$ cat src/rtl/batch_mul_arbiter.sv
// -----------------------------------------------------------------------------
// batch_mul_arbiter
//
// Shares one pipelined signed x unsigned multiplier between NUM_REQ requesting
// kernels. A round-robin scan starting at the rotating pointer picks one valid
// requester per cycle. Its operands enter a MUL_STAGES-deep pipeline. Products
// leave in acceptance order, tagged with the requester index.
//
// Ports
//   ap_clk      in   clock, rising edge
//   ap_rst      in   asynchronous active-high reset
//   req_valid   in   [NUM_REQ]           per-requester operand valid
//   req_ready   out  [NUM_REQ]           per-requester accept (one-hot or zero)
//   req_a       in   [NUM_REQ*A_WIDTH]   packed signed operands
//   req_b       in   [NUM_REQ*B_WIDTH]   packed unsigned operands
//   resp_valid  out  product valid
//   resp_ready  in   consumer accepts product
//   resp_id     out  [ID_WIDTH]          requester index of the product
//   resp_p      out  [P_WIDTH]           signed full-precision product
//   busy_cnt    out  [32]                cycles with an accepted operand
//
// Optional feature macro: BATCH_MUL_ARB_STATS_EN
//   defined     -> busy_cnt counts accepted transfers (wraps at 2^32)
//   not defined -> busy_cnt is tied to zero and no counter is built
// -----------------------------------------------------------------------------
module batch_mul_arbiter #(
  parameter int NUM_REQ    = 4,
  parameter int A_WIDTH    = 26,
  parameter int B_WIDTH    = 9,
  parameter int P_WIDTH    = 35,
  parameter int MUL_STAGES = 2,
  parameter int ID_WIDTH   = 3
) (
  input  logic                         ap_clk,
  input  logic                         ap_rst,
  input  logic [NUM_REQ-1:0]           req_valid,
  output logic [NUM_REQ-1:0]           req_ready,
  input  logic [NUM_REQ*A_WIDTH-1:0]   req_a,
  input  logic [NUM_REQ*B_WIDTH-1:0]   req_b,
  output logic                         resp_valid,
  input  logic                         resp_ready,
  output logic [ID_WIDTH-1:0]          resp_id,
  output logic [P_WIDTH-1:0]           resp_p,
  output logic [31:0]                  busy_cnt
);

  localparam int PTR_W = (NUM_REQ > 1) ? $clog2(NUM_REQ) : 1;

  logic [PTR_W-1:0]      r_ptr;
  logic [MUL_STAGES-1:0] r_vld;
  logic [ID_WIDTH-1:0]   r_id [MUL_STAGES];
  logic [P_WIDTH-1:0]    r_p  [MUL_STAGES];

  logic                  w_advance;
  logic                  w_found;
  logic [PTR_W-1:0]      w_win;
  logic [PTR_W-1:0]      w_ptr_next;
  logic                  w_take;
  logic [A_WIDTH-1:0]    w_a;
  logic [B_WIDTH-1:0]    w_b;
  logic [P_WIDTH-1:0]    w_ax;
  logic [P_WIDTH-1:0]    w_bx;
  logic [P_WIDTH-1:0]    w_prod;

  // The whole pipeline moves only when the output slot is empty or drained.
  assign w_advance = ~r_vld[MUL_STAGES-1] | resp_ready;

  // Round-robin scan: first valid requester at or after the pointer.
  always_comb begin
    int idx;
    idx     = 0;
    w_found = 1'b0;
    w_win   = '0;
    for (int k = 0; k < NUM_REQ; k++) begin
      idx = int'(r_ptr) + k;
      if (idx >= NUM_REQ) idx = idx - NUM_REQ;
      if (!w_found && req_valid[idx]) begin
        w_found = 1'b1;
        w_win   = idx[PTR_W-1:0];
      end
    end
  end

  // Reset holds every ready low so no transfer can be claimed mid-reset.
  assign w_take = w_found & w_advance & ~ap_rst;

  for (genvar gi = 0; gi < NUM_REQ; gi++) begin : g_ready
    assign req_ready[gi] = w_take & (w_win == PTR_W'(gi));
  end

  assign w_ptr_next = (w_win == PTR_W'(NUM_REQ - 1)) ? '0 : w_win + 1'b1;

  // b is zero-extended before the signed multiply so it is never read as
  // negative; both operands are widened to the full product width.
  assign w_a    = req_a[w_win*A_WIDTH +: A_WIDTH];
  assign w_b    = req_b[w_win*B_WIDTH +: B_WIDTH];
  assign w_ax   = P_WIDTH'($signed(w_a));
  assign w_bx   = P_WIDTH'($signed({1'b0, w_b}));
  assign w_prod = P_WIDTH'($signed(w_ax) * $signed(w_bx));

  // Stage 0 captures the product; later stages are pure delay so that
  // synthesis can retime the multiplier across them.
  always_ff @(posedge ap_clk or posedge ap_rst) begin
    if (ap_rst) begin
      r_ptr <= '0;
      r_vld <= '0;
      for (int s = 0; s < MUL_STAGES; s++) begin
        r_id[s] <= '0;
        r_p[s]  <= '0;
      end
    end else if (w_advance) begin
      r_vld[0] <= w_take;
      if (w_take) begin
        r_id[0] <= ID_WIDTH'(w_win);
        r_p[0]  <= w_prod;
        r_ptr   <= w_ptr_next;
      end
      for (int s = 1; s < MUL_STAGES; s++) begin
        r_vld[s] <= r_vld[s-1];
        r_id[s]  <= r_id[s-1];
        r_p[s]   <= r_p[s-1];
      end
    end
  end

  assign resp_valid = r_vld[MUL_STAGES-1];
  assign resp_id    = r_id[MUL_STAGES-1];
  assign resp_p     = r_p[MUL_STAGES-1];

`ifdef BATCH_MUL_ARB_STATS_EN
  logic [31:0] r_busy_cnt;

  always_ff @(posedge ap_clk or posedge ap_rst) begin
    if (ap_rst) begin
      r_busy_cnt <= '0;
    end else if (w_take) begin
      r_busy_cnt <= r_busy_cnt + 32'd1;
    end
  end

  assign busy_cnt = r_busy_cnt;
`else
  assign busy_cnt = '0;
`endif

endmodule

$ cat config.mk
export PLATFORM = sky130hd
export DESIGN_NAME = batch_mul_arbiter
export DESIGN_NICKNAME = d
export VERILOG_FILES = /design/src/rtl/batch_mul_arbiter.sv
export SDC_FILE = /design/constraint.sdc
export NUM_CORES = 1
export LEC_CHECK = 0
export CORE_UTILIZATION = 55
export CTS_BUF_LIST = sky130_fd_sc_hd__clkbuf_16
export DETAILED_ROUTE_END_ITERATION = 16
export PLACE_DENSITY = 0.83
export SLEW_MARGIN = 25
export SYNTH_ARGS = -nofsm -noshare
export SYNTH_HDL_FRONTEND = slang
export SYNTH_SLANG_ARGS = --single-unit
$ cat constraint.sdc
create_clock -name ap_clk -period 14.5 [get_ports ap_clk]
set_input_delay 2.9 -clock ap_clk [delete_from_list [all_inputs] [get_ports ap_clk]]
set_output_delay 2.9 -clock ap_clk [all_outputs]
set_load 0.02 [all_outputs]
# Yosys cells after proc, flatten, opt, wreduce, memory -nomap -nowiden
# Index checks and enable logic that the tools add are counted.
[totals] elab_cells=72 ff_bits=78 inputBits=147 output_inout_bits=75
[classes] magnitude_cmp=8 muxes=25 shift=2 reduce_logical=8 add_sub_neg=8 n_mul=3 bitwise=9 n_eq_ne=3
[op_table] op="$lt 32x4->1 const B" count=4
[op_table] op="$mux 32" count=4
[op_table] op="$shiftx 104x8->26" count=1
[op_table] op="$shiftx 36x7->9" count=1
[op_table] op="$mul 26x10->35" count=1
[op_table] op="$mul 2x4->6 const B" count=2
[op_table] op="$mux 1" count=12
[op_table] op="$sub 3x3->4 const B" count=3
[op_table] op="$mux 2" count=5
[op_table] op="$ge 3x3->1 const B" count=3
[op_table] op="$bmux 1 s2" count=4
[op_table] op="$add 2x2->3 const B" count=2
[op_table] op="$and 1x1->1" count=6
[op_table] op="$eq 2x2->1 const B" count=2
[op_table] op="$sub 2x3->4 const B" count=1
[op_table] op="$add 2x1->3 const B" count=1
[op_table] op="$ge 2x3->1 const B" count=1
[op_table] op="$logic_and 1x1->1" count=3
[op_table] op="$logic_not 1->1" count=3
[op_table] op="$add 2x1->2 const B" count=1
[op_table] op="$eq 2x1->1 const B" count=1
[op_table] op="$logic_not 2->1" count=1
[op_table] op="$not 1->1" count=2
[op_table] op="$reduce_and 2->1" count=1
[op_table] op="$or 1x1->1" count=1

# Logic depth before layout (Yosys ltp)
# Gate-level depths: netlist (run 1).
[logic_depth] ltp_word=18 ltp_mapped=29 mapped_depth_nobuf=27

# Worst setup path before layout (run 1)
# No wires, ideal clock.
[synth_timing] kind="input-to-reg" start="input req_valid[0]" end="register r_p[69] (netlist name)" cell_stages=26 slack_ns=5.261 arrival_time_ns=9.113 required_ns=14.374 n_path_buf=4 setup_ns=0.126 cell_sequence="nor2b_1 a211o_1 a21oi_4 buf_4 buf_4 buf_4 mux2i_1 nand2_1 fa_1 inv_1 fa_1 fa_1 fa_1 inv_1 fa_1 inv_1 ha_1 buf_6 a21o_1 a221oi_2 a211oi_1 and3_1 nand4bb_1 a41oi_1 a211oi_1 a221o_1"
[synth_between] elab_chain_len=16 word_cells_on_any_way=34 cone_classes="mul: 3; shift: 2; mux: 20; bitwise: 2; reduce/logical: 7"
[synth_lines] element="start, declared" line="36" rtl="input logic [NUM_REQ-1:0] req_valid,"
[synth_lines] element="$bmux 1 s2" line="77" rtl="if (!w_found && req_valid[idx]) begin"
[synth_lines] element="$mux 1 (not written as such) (2 in a row)" line="77"
[synth_lines] element="$mux 1" line="77"
[synth_lines] element="$logic_not 1->1" line="77"
[synth_lines] element="$logic_and 1x1->1" line="77"
[synth_lines] element="$mux 1" line="77"
[synth_lines] element="$logic_not 1->1" line="77"
[synth_lines] element="$logic_and 1x1->1" line="77"
[synth_lines] element="$mux 1" line="77"
[synth_lines] element="$logic_not 1->1" line="77"
[synth_lines] element="$logic_and 1x1->1" line="77"
[synth_lines] element="$mux 2 (*)" line="77"
[synth_lines] element="named net w_win[0]" line="56" rtl="logic [PTR_W-1:0] w_win;"
[synth_lines] element="$mul 2x4->6 (on tied branches)" line="95, 96"
[synth_lines] element="$shiftx 104x8->26 / $shiftx 36x7->9 (equally long branches)" line="95, 96"
[synth_lines] element="$mul 26x10->35 (*)" line="99" rtl="assign w_prod = P_WIDTH'($signed(w_ax) * $signed(w_bx));"
[synth_lines] element="end signal, assigned by index" line="121" rtl="r_p[s] <= r_p[s-1];"
[synth_lines] element="end, declared" line="52" rtl="logic [P_WIDTH-1:0] r_p [MUL_STAGES];"
# Mark *: on every way through the listed nets, which the timed path passes. The rest lies on a longest branch. The select of a mux whose other input is x is not followed.
# A chain may end at the register's enable or synchronous reset.

# Worst setup path after layout (run 1)
[layout_timing] start="input req_valid[1]" end="register r_p[63] (netlist name)"
[layout_between] elab_chain_len=16 word_cells_on_any_way=34 cone_classes="mul: 3; shift: 2; mux: 20; bitwise: 2; reduce/logical: 7"
[layout_lines] element="$bmux 1 s2" line="77"
[layout_lines] element="$mux 1 (not written as such) (2 in a row)" line="77"
[layout_lines] element="$mux 1" line="77"
[layout_lines] element="$logic_not 1->1" line="77"
[layout_lines] element="$logic_and 1x1->1" line="77"
[layout_lines] element="$mux 1" line="77"
[layout_lines] element="$logic_not 1->1" line="77"
[layout_lines] element="$logic_and 1x1->1" line="77"
[layout_lines] element="$mux 1" line="77"
[layout_lines] element="$logic_not 1->1" line="77"
[layout_lines] element="$logic_and 1x1->1" line="77"
[layout_lines] element="$mux 2 / $mux 1 (equally long branches)" line="77"
[layout_lines] element="$mul 2x4->6, or another cell as far along" line="95" rtl="assign w_a = req_a[w_win*A_WIDTH +: A_WIDTH];"
[layout_lines] element="$shiftx 104x8->26, or another cell as far along" line="95"
[layout_lines] element="$mul 26x10->35 / $reduce_and 2->1 (equally long branches)"
# Several ways; a longest one is shown, not always the timed one. The select of a mux whose other input is x is not followed.

==> results of run 1 <==
-- cells in the final DEF, fill, tap and decap left out, types with 4 or more instances in the layout --
cell type	instances
xor2_1	14
o211ai_1	6
dfrtp_1	78
xnor2_1	17
nor2_1	106
o21ai_0	44
a21oi_1	33
clkdlybuf4s50_1	188
a211oi_1	7
and2_1	15
nor2b_1	16
nand2_1	226
conb_1	33
inv_1	220
a21o_1	13
buf_4	15
a31oi_2	8
nor3_1	6
nand3_1	14
fa_1	189
mux2i_1	64
and3_1	13
mux2_2	59
o21bai_1	4
ha_1	78
clkbuf_16	9
a31oi_1	4
-- metrics by stage --
stage / setup slack, ns / instances / hold slack [ns] / instance area, um2 / utilization [%]
2_1_floorplan: 5.26 / 1432 / 0.439 / 12800 / -
3_3_place_gp: 3.81 / 1802 / 0.453 / 14400 / 63.7
3_5_place_dp: 3.58 / 1803 / 0.461 / 14400 / 63.8
4_1_cts: 3.90 / 1818 / 0.476 / 14700 / 65.1
5_1_grt: 3.23 / 1818 / 0.501 / 14700 / 65.1
6_report: 3.81 / 1818 / 0.474 / 14700 / 65.1
-- worst max-delay path: cells and delay by family --
family | cells | cell delay, ns
buf+inv | 8 | 1.74
compound gates | 10 | 2.32
simple gates | 4 | 0.85
xor+xnor | 1 | 0.15
fa+ha+maj | 6 | 2.84
-- area by class of cell --
cell class                 instances  area [um2]  area share (%)
clock buffer                       9         225            1.53
clock inverter                     6        63.8           0.434
inverter                         221         830            5.64
multi-input combinational       1015        9250            62.9
sequential                        78        1950            13.3
tap                              285         357            2.43
timing repair buffer             204        2020            13.8
-- flip-flops by register name (all words and copies together) (netlist names) --
| register | count |
|---|---|
| resp_id | 2 |
| resp_p | 35 |
| r_vld | 2 |
| r_p | 35 |
| r_ptr | 2 |
| r_id | 2 |
-- per-layer routing --
layer	global-route usage, %	vias to the layer above
met5	0	-
met4	9.29	0
met3	6.00	62
met2	45.6	511
met1	35.7	4839
li1	-	4560
-- cell families after synthesis --
kind of cell	count (synthesis)
and+or+nand+nor	411
buffers and inverters	339
adders and majority gates	267
AOI/OAI and AO/OA	148
muxes	125
DFF	78
xor gates and xnor gates	31
other	1
-- worst min path at each step --
stage	end	slack (ns)	cells after the start
after global placement	r_vld[1]	0.45	1
final	r_vld[1]	0.47	1
after CTS	r_vld[1]	0.48	1
after floorplan	r_vld[0]	0.44	2
after detailed placement	r_vld[0]	0.46	2
after global routing	r_p[51]	0.50	2
==> flow_summary.html, run 1 <==
<table>
<tr><th>Metric</th><th>Value</th></tr>
<tr><th colspan="2">Outcome</th></tr>
<tr><td>Status</td><td>complete, no violations</td></tr>
<tr><th colspan="2">Hold path</th></tr>
<tr><td>Startpoint of the lowest-slack hold path</td><td>r_vld[0]</td></tr>
<tr><td>Class of the most critical hold timing path</td><td>reg2reg</td></tr>
<tr><th colspan="2">Yosys</th></tr>
<tr><td>Synth Flop Type</td><td>dfrtp_1</td></tr>
<tr><td>Fraction of synthesized cell area taken by the top area cell type</td><td>29.9%</td></tr>
<tr><td>Total standard cell area after synthesis</td><td>between 10000 and 15000 um2</td></tr>
<tr><td>Most common cell in the netlist</td><td>nand2_1</td></tr>
<tr><td>Mean instance size in the synthesized netlist</td><td>approximately 9.0 um2</td></tr>
<tr><td>Synthesized instance count</td><td>1400</td></tr>
<tr><td>Cell types with the largest area share after synthesis</td><td>fa_1 30%, dfrtp_1 15%, ha_1 7.7%, nand2_1 6.7%, inv_1 6.6%</td></tr>
<tr><td>Most area-hungry cell type in the Yosys netlist</td><td>fa_1</td></tr>
<tr><td>Largest family of logic cells by synthesized area</td><td>adder cells</td></tr>
<tr><td>Leading post-synthesis cells by instance count</td><td>226 x nand2_1, 221 x inv_1, 189 x fa_1</td></tr>
<tr><td>Post-synthesis share of cell area spent on xor and xnor gates</td><td>under 10%</td></tr>
<tr><td>Synthesized-area fraction occupied by ao, oa, aoi and oai cells</td><td>around 8%</td></tr>
<tr><td>Flip-flop and latch count after synthesis</td><td>slightly below 80</td></tr>
<tr><td>Post-synth ARST share</td><td>100%</td></tr>
<tr><td>Seq/Total Area, Yosys</td><td>~15%</td></tr>
<tr><td>Synth Area in Simple Gates</td><td>a little over an eighth</td></tr>
<tr><td>Number of distinct library cells after synthesis</td><td>between 50 and 60</td></tr>
<tr><td>Arithmetic-cell share of the synthesized area counting full adders, half adders and majority gates</td><td>between 30% and 40%</td></tr>
<tr><td>Count of flip-flops with a built-in enable after synthesis</td><td>0</td></tr>
<tr><td>Synth warn</td><td>0</td></tr>
<tr><td>Portion of netlist area occupied by mux cells</td><td>between 10% and 20%</td></tr>
<tr><th colspan="2">Timing</th></tr>
<tr><td>Clock tree skew after final layout</td><td>slightly below 0.006 ns</td></tr>
<tr><td>Post-Route Setup TNS</td><td>0 ns</td></tr>
<tr><td>Number of hold-slack violations in the final timing report</td><td>0</td></tr>
<tr><td>Worst slew pin tran</td><td>about 0.93 ns</td></tr>
<tr><td>Period utilization</td><td>around 74%</td></tr>
<tr><td>Final setup violation count</td><td>0</td></tr>
<tr><td>Count of final max-slew check failures</td><td>0</td></tr>
<tr><td>RSZ-0062 raised after global routing</td><td>no</td></tr>
<tr><td>Highest clock rate</td><td>just over 0.09 GHz</td></tr>
<tr><td>Slew headroom</td><td>about two fifths</td></tr>
<tr><td>Fin crit period</td><td>roughly 11 ns</td></tr>
<tr><th colspan="2">Clocking</th></tr>
<tr><td>Clock sink count</td><td>between 70 and 80</td></tr>
<tr><td>Post-CTS Resized</td><td>0</td></tr>
<tr><td>Number of H-tree levels</td><td>3</td></tr>
<tr><td>Cts bufs inserted</td><td>9</td></tr>
<tr><td>Clock network latency to the later pin of the worst-skew pair</td><td>0.33 ns</td></tr>
<tr><td>TritonCTS clock tree</td><td>built</td></tr>
<tr><td>Maximum count of clock buffers along a single path</td><td>2</td></tr>
<tr><td>Number of buffers inserted to repair setup after CTS</td><td>0</td></tr>
<tr><td>Hold-fix buffer count after cts</td><td>0</td></tr>
<tr><td>Clock root buffer</td><td>clkbuf_16</td></tr>
<tr><td>Clock-pin slew of the registers on the worst-case setup and hold paths</td><td>around 0.06 ns</td></tr>
<tr><th colspan="2">GRT</th></tr>
<tr><td>Wire length of the first global-routing pass</td><td>approximately 51000 um</td></tr>
<tr><td>Initial antenna violation count</td><td>0</td></tr>
<tr><td>GRT Overall Usage</td><td>about 27%</td></tr>
<tr><td>Grt ovf</td><td>0</td></tr>
<tr><td>Via count of the first global-routing pass</td><td>slightly above 10000</td></tr>
<tr><td>Largest net degree at the start of global routing</td><td>between 70 and 80</td></tr>
<tr><th colspan="2">Route</th></tr>
<tr><td>First DRT Iteration DRCs</td><td>roughly 780</td></tr>
<tr><td>Met2 layer wire length in the routed design</td><td>between 10000 and 15000 um</td></tr>
<tr><td>Routed via count</td><td>between 9000 and 10000</td></tr>
<tr><td>Routed wire length</td><td>between 30000 and 40000 um</td></tr>
<tr><td>Pre-antenna DRT Iters</td><td>5</td></tr>
<tr><td>Routed length on met3</td><td>2860 um</td></tr>
<tr><td>Post-route ant nets</td><td>0</td></tr>
<tr><td># DRC</td><td>0</td></tr>
<tr><td>Routed wirelength normalized by instance count</td><td>17.2 um</td></tr>
<tr><td>Avg Vias per Cell</td><td>between 5 and 6</td></tr>
<tr><td>Max Used Layer</td><td>met4</td></tr>
<tr><td>Detailed-routing wirelength on met1</td><td>around 13000 um</td></tr>
<tr><th colspan="2">Finish</th></tr>
<tr><td>Count of filler cells inserted in the layout</td><td>between 1500 and 2000</td></tr>
<tr><td>Fraction of final layout cells sized beyond drive strength 1</td><td>under 10%</td></tr>
<tr><td>Antenna cell count</td><td>0</td></tr>
<tr><td>Layout-stage area growth over the synthesis result</td><td>16.3%</td></tr>
<tr><td>Net count, final</td><td>1943</td></tr>
<tr><th colspan="2">Worst setup path</th></tr>
<tr><td>Worst reg2reg path startpoint</td><td>r_ptr[1]</td></tr>
<tr><td>CP max-delay cell</td><td>a31oi_2</td></tr>
<tr><td>Element type at the critical path end</td><td>flop</td></tr>
<tr><td>Type of origin of the critical path</td><td>input port</td></tr>
<tr><td>Required time of the critical path</td><td>approximately 15 ns</td></tr>
<tr><td>Worst setup path endpoint</td><td>r_p[63]</td></tr>
<tr><td>Crit path DAT</td><td>10.87 ns</td></tr>
<tr><td>Critical setup path kind</td><td>in2reg</td></tr>
<tr><td>Start point of the critical path</td><td>req_valid[1]</td></tr>
<tr><td>Cell type with the highest occurrence count on the critical path</td><td>fa_1</td></tr>
<tr><td>Worst reg2reg setup slack</td><td>roughly 6.4 ns</td></tr>
<tr><td>Largest stage delay, worst path</td><td>between 0.6 and 0.7 ns</td></tr>
<tr><td>End of the worst register-to-register path</td><td>r_p[63]</td></tr>
<tr><td>Number of cells on the worst reg-to-reg path</td><td>28</td></tr>
<tr><td>Largest fanout of any net on the critical path</td><td>50</td></tr>
<tr><th colspan="2">Job</th></tr>
<tr><td>Max Cap Viol</td><td>0</td></tr>
<tr><th colspan="2">Die</th></tr>
<tr><td>Area of the core region</td><td>between 20000 and 25000 um2</td></tr>
<tr><td>Number of top-level pins</td><td>222</td></tr>
<tr><td>Width of the die</td><td>154 um</td></tr>
<tr><td>Die Outline Area</td><td>about 24000 um2</td></tr>
<tr><td>Num rows</td><td>55</td></tr>
<tr><td>Die H</td><td>roughly 150 um</td></tr>
<tr><td>Starting density of the core</td><td>between 50% and 60%</td></tr>
<tr><th colspan="2">Placement</th></tr>
<tr><td>Post-DP HPWL</td><td>26100 um</td></tr>
<tr><td>Final weighted congestion in routability-driven placement</td><td>approximately 0.94</td></tr>
<tr><td>Port Buffers</td><td>~190</td></tr>
</table>
Power of run 1 is not shown: default switching activity piles up to over one toggle a cycle in this logic, so the estimate is an artifact.
==> run 2: changes to the inputs <==
==> constraint.sdc (replaced) <==
create_clock -name ap_clk -period 10.4 [get_ports ap_clk]
set_input_delay 2.08 -clock ap_clk [delete_from_list [all_inputs] [get_ports ap_clk]]
set_output_delay 2.08 -clock ap_clk [all_outputs]
set_load 0.02 [all_outputs]
==> run 2 against run 1 <==
Critical path depth is 3 lower. Die area stayed put. Non-clock buffer count is 5 higher. Sequential cell count stayed put. Count of clock-buffer cells in the layout stayed put. Design area is 0.43% higher. Highest routed layer unchanged. Sequential share of layout area is 0.056 points lower. Wire length is 0.21% higher. Core utilization is 0.28 points higher. Clock skew is 0.00076 ns higher. Worst setup slack worse by 2.9 ns.
==> flow_summary.html, run 2 (synthesized netlist as in run 1, its figures left out) <==
<table>
<tr><th>Metric</th><th>Value</th></tr>
<tr><th colspan="2">Outcome</th></tr>
<tr><td>Status</td><td>complete, no violations</td></tr>
<tr><th colspan="2">Route</th></tr>
<tr><td>Routed length on met3</td><td>2760 um (-3.5%)</td></tr>
<tr><td>Routed wirelength normalized by instance count</td><td>17.1 um (-0.12%)</td></tr>
<tr><td>Routed wire length</td><td>31300 um (+0.21%)</td></tr>
<tr><td>Met2 layer wire length in the routed design</td><td>14300 um (-2.8%)</td></tr>
<tr><td>First DRT Iteration DRCs</td><td>685 (-12%)</td></tr>
<tr><td>Routed via count</td><td>9900 (-0.72%)</td></tr>
<tr><td>Max Used Layer</td><td>met4</td></tr>
<tr><td>Detailed-routing wirelength on met1</td><td>13200 um (+3.3%)</td></tr>
<tr><td>Post-route ant nets</td><td>0 (unchanged)</td></tr>
<tr><td># DRC</td><td>0 (unchanged)</td></tr>
<tr><td>Avg Vias per Cell</td><td>5.43 (-1.0%)</td></tr>
<tr><td>Pre-antenna DRT Iters</td><td>7 (+2)</td></tr>
<tr><th colspan="2">Timing</th></tr>
<tr><td>Fin crit period</td><td>9.47 ns</td></tr>
<tr><td>Slew headroom</td><td>38.8% (+0.61 points)</td></tr>
<tr><td>Worst slew pin tran</td><td>0.915 ns (-0.0120 ns)</td></tr>
<tr><td>Count of final max-slew check failures</td><td>0 (unchanged)</td></tr>
<tr><td>Highest clock rate</td><td>between 0.1 and 0.15 GHz</td></tr>
<tr><td>Final setup violation count</td><td>0 (unchanged)</td></tr>
<tr><td>RSZ-0062 raised after global routing</td><td>no</td></tr>
<tr><td>Post-Route Setup TNS</td><td>0 ns (unchanged)</td></tr>
<tr><td>Final setup slack of the worst path</td><td>0.930 ns (-2.88 ns)</td></tr>
<tr><td>Number of hold-slack violations in the final timing report</td><td>0 (unchanged)</td></tr>
<tr><td>Period utilization</td><td>about nine tenths</td></tr>
<tr><td>Clock tree skew after final layout</td><td>0.00652 ns (+0.000757 ns)</td></tr>
<tr><th colspan="2">Worst setup path</th></tr>
<tr><td>Element type at the critical path end</td><td>flop</td></tr>
<tr><td>Type of origin of the critical path</td><td>input port</td></tr>
<tr><td>Crit path buffers/inverters</td><td>6 (-2)</td></tr>
<tr><td>End of the worst register-to-register path</td><td>r_p[63]</td></tr>
<tr><td>Number of cells on the worst reg-to-reg path</td><td>25 (-11%)</td></tr>
<tr><td>CP max-delay cell</td><td>a31oi_2</td></tr>
<tr><td>Cell type with the highest occurrence count on the critical path</td><td>fa_1</td></tr>
<tr><td>Start point of the critical path</td><td>req_valid[0]</td></tr>
<tr><td>Worst setup path endpoint</td><td>r_p[63]</td></tr>
<tr><td>Largest stage delay, worst path</td><td>0.80 ns (+0.15 ns)</td></tr>
<tr><td>Largest fanout of any net on the critical path</td><td>49 (-2.0%)</td></tr>
<tr><td>Critical setup path kind</td><td>in2reg</td></tr>
<tr><td>Worst reg2reg path startpoint</td><td>r_ptr[1]</td></tr>
<tr><td>Worst reg2reg setup slack</td><td>2.72 ns (-3.67 ns)</td></tr>
<tr><td>Critical Path Stages</td><td>26 (-10%)</td></tr>
<tr><td>Kind of cell with the highest combined delay on the critical path</td><td>adder cells</td></tr>
<tr><td>Required time of the critical path</td><td>10.58 ns (-4.10 ns)</td></tr>
<tr><td>Crit path DAT</td><td>9.65 ns (-1.22 ns)</td></tr>
<tr><th colspan="2">Finish</th></tr>
<tr><td>Antenna cell count</td><td>0 (unchanged)</td></tr>
<tr><td>Most frequent standard cell in the layout excluding fill and tap cells</td><td>nand2_1</td></tr>
<tr><td>Post-route insts no fill</td><td>1824 (+0.33%)</td></tr>
<tr><td>Net count, final</td><td>1948 (+0.26%)</td></tr>
<tr><td>Most used cells in the layout excluding fill and tap cells</td><td>226 x nand2_1, 221 x inv_1, 189 x fa_1</td></tr>
<tr><td>Area of all placed cells without fillers</td><td>14800 um2 (+0.43%)</td></tr>
<tr><td>Layout-stage area growth over the synthesis result</td><td>16.7%</td></tr>
<tr><td>Fraction of final layout cells sized beyond drive strength 1</td><td>7.60% (+0.30 points)</td></tr>
<tr><th colspan="2">Die</th></tr>
<tr><td>Width of the die</td><td>154 um (unchanged)</td></tr>
<tr><td>Die Outline Area</td><td>23600 um2 (unchanged)</td></tr>
<tr><td>Area of the core region</td><td>22600 um2 (unchanged)</td></tr>
<tr><td>Number of top-level pins</td><td>222 (unchanged)</td></tr>
<tr><td>Num rows</td><td>55 (unchanged)</td></tr>
<tr><td>Starting density of the core</td><td>56.0% (unchanged)</td></tr>
<tr><td>Die H</td><td>154 um (unchanged)</td></tr>
<tr><th colspan="2">Clocking</th></tr>
<tr><td>Number of H-tree levels</td><td>3 (unchanged)</td></tr>
<tr><td>Cts bufs inserted</td><td>9 (unchanged)</td></tr>
<tr><td>Clock network latency to the later pin of the worst-skew pair</td><td>0.33 ns (about the same)</td></tr>
<tr><td>Clock-pin slew of the registers on the worst-case setup and hold paths</td><td>0.06 ns (about the same)</td></tr>
<tr><td>Hold-fix buffer count after cts</td><td>0 (unchanged)</td></tr>
<tr><td>TritonCTS clock tree</td><td>built</td></tr>
<tr><td>Number of buffers inserted to repair setup after CTS</td><td>0 (unchanged)</td></tr>
<tr><td>Post-CTS Resized</td><td>0 (unchanged)</td></tr>
<tr><td>Clock sink count</td><td>78 (unchanged)</td></tr>
<tr><td>Clock root buffer</td><td>clkbuf_16</td></tr>
<tr><td>Maximum count of clock buffers along a single path</td><td>2 (unchanged)</td></tr>
<tr><th colspan="2">GRT</th></tr>
<tr><td>GRT Overall Usage</td><td>27.3% (-0.21 points)</td></tr>
<tr><td>Largest net degree at the start of global routing</td><td>74 (unchanged)</td></tr>
<tr><td>Via count of the first global-routing pass</td><td>10100 (-1.9%)</td></tr>
<tr><td>Initial antenna violation count</td><td>0 (unchanged)</td></tr>
<tr><td>Wire length of the first global-routing pass</td><td>50900 um (-0.36%)</td></tr>
<tr><td>Grt ovf</td><td>0 (unchanged)</td></tr>
<tr><th colspan="2">Hold path</th></tr>
<tr><td>Class of the most critical hold timing path</td><td>reg2reg</td></tr>
<tr><th colspan="2">Placement</th></tr>
<tr><td>Worst setup slack before clock tree synthesis</td><td>0.859 ns (-2.72 ns)</td></tr>
<tr><td>Port Buffers</td><td>188 (unchanged)</td></tr>
<tr><td>Final weighted congestion in routability-driven placement</td><td>0.945 (+0.52%)</td></tr>
<tr><td>Number of cells in the design after placement</td><td>1808 (+0.28%)</td></tr>
<tr><td>Area after detailed placement</td><td>14500 um2 (+0.37%)</td></tr>
<tr><td>Post-DP HPWL</td><td>26200 um (+0.41%)</td></tr>
<tr><th colspan="2">Job</th></tr>
<tr><td>Max Cap Viol</td><td>0 (unchanged)</td></tr>
</table>
## run 2: changes by cell type in the layout (fill, tap and decap cells not counted), sizes merged
cell / delta
clkinvlp: -1
inv: +3
buf: +5
clkinv: -1
## run 2: routing by layer
layer  vias up  GRT usage [%]
li1       4580              -
met1      4712           35.8
met2       539           44.8
met3        69           5.33
met4         0           10.0
met5         -              0
## run 2: worst register-to-register path: stages (launching register included)
cell and delay, ns:
dfrtp_1 0.50, a21o_1 0.16, a21oi_1 0.11, o22ai_4 0.33, buf_12 0.32, nand2_1 0.26
a31oi_2 0.80, buf_4 0.29, nand2_1 0.08, fa_1 0.50, inv_1 0.05, fa_1 0.50
fa_1 0.48, fa_1 0.52, inv_1 0.05, fa_1 0.47, inv_1 0.04, ha_1 0.32
a21oi_1 0.16, o211ai_1 0.10, a21oi_1 0.28, a31oi_1 0.21, nor4b_1 0.52, o21ai_0 0.21
xnor2_1 0.18, o21ai_0 0.09
## run 2: how the worst min path moves through the flow
stage | from | endpoint | slack [ns] | depth (start not counted)
2_1_floorplan | r_vld[0] | r_vld[0] | 0.44 | 2
3_3_place_gp | r_vld[0] | r_vld[1] | 0.45 | 1
3_5_place_dp | r_vld[0] | r_vld[1] | 0.45 | 1
4_1_cts | r_vld[0] | r_vld[1] | 0.46 | 1
5_1_grt | r_vld[0] | r_vld[1] | 0.49 | 1
6_report | r_vld[0] | r_vld[1] | 0.46 | 1
## run 2: layout make-up
class                           instances  area [um2]
Tap cell                              285         357
Inverter                              221         830
Timing Repair Buffer                  209        2080
Sequential cell                        78        1950
Fill cell                            1834        7810
Multi-Input combinational cell       1015        9240
Clock buffer                            9         225
Clock inverter                          7        72.6
## run 2: per-stage QoR
| step | utilization (%) | hold slack (ns) |
|---|---|---|
| finish | 65.4 | 0.461 |
| detailed placement | 64.1 | 0.451 |
| global placement | 63.9 | 0.448 |
| floorplan | - | 0.439 |
| CTS | 65.4 | 0.464 |
| global route | 65.4 | 0.488 |
Power of run 2 is left out for the same reason.
==> run 3: changes to the inputs <==
--- a/config.mk
+++ b/config.mk
@@ -5,6 +5,7 @@
 export SDC_FILE = /design/constraint.sdc
 export NUM_CORES = 1
 export LEC_CHECK = 0
+export CORE_MARGIN = 2
 export CORE_UTILIZATION = 55
 export CTS_BUF_LIST = sky130_fd_sc_hd__clkbuf_16
 export DETAILED_ROUTE_END_ITERATION = 16
==> run 3 against run 2 <==
Count of clock-buffer cells in the layout unchanged. Worst setup slack better by 0.069 ns. Die area rose by 2.6%. Sequential share of layout area is essentially flat. Register-to-register slack improved by 0.09 ns. Wire length fell by 1.0%. Core utilization up 0.094 points. Design area up 0.14%. Non-clock buffer count is 1 lower.
==> flow_summary.html, run 3 (synthesized netlist as in run 1, its figures left out) <==
<table>
<tr><th>Metric</th><th>Value</th></tr>
<tr><th colspan="2">Outcome</th></tr>
<tr><td>Status</td><td>complete, no violations</td></tr>
<tr><th colspan="2">Worst setup path</th></tr>
<tr><td>Critical setup path kind</td><td>in2reg</td></tr>
<tr><td>Crit path DAT</td><td>9.58 ns (-0.07 ns)</td></tr>
<tr><td>CP max-delay cell</td><td>clkdlybuf4s50_1</td></tr>
<tr><td>Largest fanout of any net on the critical path</td><td>19 (-61%)</td></tr>
<tr><td>Required time of the critical path</td><td>10.58 ns (about the same)</td></tr>
<tr><td>Largest stage delay, worst path</td><td>0.53 ns (-0.27 ns)</td></tr>
<tr><td>Element type at the critical path end</td><td>flop</td></tr>
<tr><td>Number of cells on the worst reg-to-reg path</td><td>26 (+4.0%)</td></tr>
<tr><td>Type of origin of the critical path</td><td>input port</td></tr>
<tr><th colspan="2">Timing</th></tr>
<tr><td>Period utilization</td><td>90.4% (-0.66 points)</td></tr>
<tr><td>Hold slack final</td><td>0.474 ns (+0.0126 ns)</td></tr>
<tr><td>Fin crit period</td><td>9.40 ns (-0.0688 ns)</td></tr>
<tr><td>Post-Route Setup TNS</td><td>0 ns (unchanged)</td></tr>
<tr><td>Worst slew pin tran</td><td>0.929 ns (+0.0147 ns)</td></tr>
<tr><td>RSZ-0062 raised after global routing</td><td>no</td></tr>
<tr><td>Slew headroom</td><td>36.8% (-2.0 points)</td></tr>
<tr><td>Highest clock rate</td><td>0.106 GHz (+0.73%)</td></tr>
<tr><td>Final setup violation count</td><td>0 (unchanged)</td></tr>
<tr><td>Number of hold-slack violations in the final timing report</td><td>0 (unchanged)</td></tr>
<tr><td>Count of final max-slew check failures</td><td>0 (unchanged)</td></tr>
<tr><td>Clock tree skew after final layout</td><td>0.00934 ns (+0.00282 ns)</td></tr>
<tr><th colspan="2">Route</th></tr>
<tr><td># DRC</td><td>0 (unchanged)</td></tr>
<tr><td>Pre-antenna DRT Iters</td><td>6 (-1)</td></tr>
<tr><td>First DRT Iteration DRCs</td><td>663 (-3.2%)</td></tr>
<tr><td>Max Used Layer</td><td>met4</td></tr>
<tr><td>Met2 layer wire length in the routed design</td><td>14800 um (+3.5%)</td></tr>
<tr><td>Routed wire length</td><td>30900 um (-1.0%)</td></tr>
<tr><td>Routed length on met3</td><td>2470 um (-11%)</td></tr>
<tr><td>Detailed-routing wirelength on met1</td><td>13200 um (+0.30%)</td></tr>
<tr><td>Post-route ant nets</td><td>0 (unchanged)</td></tr>
<tr><td>Avg Vias per Cell</td><td>5.39 (-0.62%)</td></tr>
<tr><td>Routed via count</td><td>9833 (-0.68%)</td></tr>
<tr><td>Routed wirelength normalized by instance count</td><td>17.0 um (-0.99%)</td></tr>
<tr><th colspan="2">Die</th></tr>
<tr><td>Number of top-level pins</td><td>222 (unchanged)</td></tr>
<tr><td>Width of the die</td><td>156 um (+1.3%)</td></tr>
<tr><td>Die H</td><td>156 um (+1.3%)</td></tr>
<tr><td>Num rows</td><td>55 (unchanged)</td></tr>
<tr><td>Area of the core region</td><td>22600 um2 (unchanged)</td></tr>
<tr><td>Starting density of the core</td><td>56.0% (unchanged)</td></tr>
<tr><td>Die Outline Area</td><td>24200 um2 (+2.6%)</td></tr>
<tr><th colspan="2">Finish</th></tr>
<tr><td>Area used by multi-input combinational logic</td><td>9240 um2 (about the same)</td></tr>
<tr><td>Most used cells in the layout excluding fill and tap cells</td><td>226 x nand2_1, 220 x inv_1, 189 x fa_1</td></tr>
<tr><td>Antenna cell count</td><td>0 (unchanged)</td></tr>
<tr><td>Count of filler cells inserted in the layout</td><td>1857 (+1.3%)</td></tr>
<tr><td>Fraction of final layout cells sized beyond drive strength 1</td><td>7.61% (about the same)</td></tr>
<tr><td>Area of all placed cells without fillers</td><td>14800 um2 (+0.14%)</td></tr>
<tr><td>Util after Layout</td><td>65.5% (+0.094 points)</td></tr>
<tr><td>Area of all sequential standard cells</td><td>1950 um2 (unchanged)</td></tr>
<tr><td>Layout-stage area growth over the synthesis result</td><td>16.9%</td></tr>
<tr><td>Most frequent standard cell in the layout excluding fill and tap cells</td><td>nand2_1</td></tr>
<tr><td>Net count, final</td><td>1947 (-0.051%)</td></tr>
<tr><th colspan="2">Clocking</th></tr>
<tr><td>Cts bufs inserted</td><td>9 (unchanged)</td></tr>
<tr><td>Clock network latency to the later pin of the worst-skew pair</td><td>0.33 ns (about the same)</td></tr>
<tr><td>Post-CTS Resized</td><td>0 (unchanged)</td></tr>
<tr><td>Clock sink count</td><td>78 (unchanged)</td></tr>
<tr><td>Maximum count of clock buffers along a single path</td><td>2 (unchanged)</td></tr>
<tr><td>Number of H-tree levels</td><td>3 (unchanged)</td></tr>
<tr><td>Clock root buffer</td><td>clkbuf_16</td></tr>
<tr><td>Number of buffers inserted to repair setup after CTS</td><td>0 (unchanged)</td></tr>
<tr><td>Clock-pin slew of the registers on the worst-case setup and hold paths</td><td>0.06 ns (about the same)</td></tr>
<tr><td>Hold-fix buffer count after cts</td><td>0 (unchanged)</td></tr>
<tr><td>TritonCTS clock tree</td><td>built</td></tr>
<tr><th colspan="2">GRT</th></tr>
<tr><td>Via count of the first global-routing pass</td><td>10300 (+2.1%)</td></tr>
<tr><td>Largest net degree at the start of global routing</td><td>74 (unchanged)</td></tr>
<tr><td>Wire length of the first global-routing pass</td><td>50500 um (-0.79%)</td></tr>
<tr><td>GRT Overall Usage</td><td>26.1% (-1.1 points)</td></tr>
<tr><td>Initial antenna violation count</td><td>0 (unchanged)</td></tr>
<tr><td>Grt ovf</td><td>0 (unchanged)</td></tr>
<tr><th colspan="2">Placement</th></tr>
<tr><td>Port Buffers</td><td>188 (unchanged)</td></tr>
<tr><td>Post-DP HPWL</td><td>25800 um (-1.7%)</td></tr>
<tr><td>Area after detailed placement</td><td>14500 um2 (about the same)</td></tr>
<tr><td>Final weighted congestion in routability-driven placement</td><td>0.925 (-2.2%)</td></tr>
<tr><th colspan="2">Job</th></tr>
<tr><td>Max Cap Viol</td><td>0 (unchanged)</td></tr>
<tr><th colspan="2">Hold path</th></tr>
<tr><td>WHS Path Cells</td><td>2 (+1)</td></tr>
<tr><td>Class of the most critical hold timing path</td><td>reg2reg</td></tr>
</table>
run 3: changes by cell type in the layout (fill, tap and decap cells not counted), sizes merged:
| cell | before | now |
|---|---|---|
| inv | 224 | 222 |
| buf | 21 | 20 |
| bufinv | 1 | 2 |
| clkinv | 2 | 3 |
run 3: layer usage:
metal	track usage [%]	vias to the layer above
li1	-	4573
met1	35.0	4754
met2	45.4	471
met3	3.61	35
met4	5.99	0
met5	0	-
run 3: cell type report:
type	count	share of cell area, %
clock buffers	9	1.52
clock inverters	7	0.660
multi-input cells	1015	62.5
repair buffers	208	14.1
well taps	285	2.41
flip-flops and latches	78	13.2
inverters	221	5.61
run 3: through the flow:
step | setup slack, ns | instances
2_1_floorplan | 1.98 | 1432
3_3_place_gp | 0.929 | 1806
3_5_place_dp | 0.760 | 1807
4_1_cts | 1.08 | 1823
5_1_grt | 0.532 | 1823
6_report | 0.999 | 1823
run 3: final timing paths:
| check | from | endpoint | slack [ns] |
|---|---|---|---|
| worst max-delay path | req_valid[1] | r_p[63] | 1.0 |
| worst min-delay path | r_p[51] | r_p[51] | 0.47 |
| worst max register to register | r_ptr[1] | r_p[63] | 2.81 |
| worst min register to register | r_p[51] | r_p[51] | 0.47 |
| max in group asynchronous | ap_rst | resp_p[26] | 7.11 |
| min in group asynchronous | ap_rst | r_ptr[0] | 2.29 |
run 3: critical path: cells and delay by family:
family | cells | cell delay (ns)
adders and majority gates | 6 | 2.86
and+or+nand+nor | 4 | 1.08
xor gates and xnor gates | 1 | 0.16
AOI/OAI and AO/OA | 8 | 1.95
buffers and inverters | 7 | 1.43
Power of run 3 is left out for the same reason.
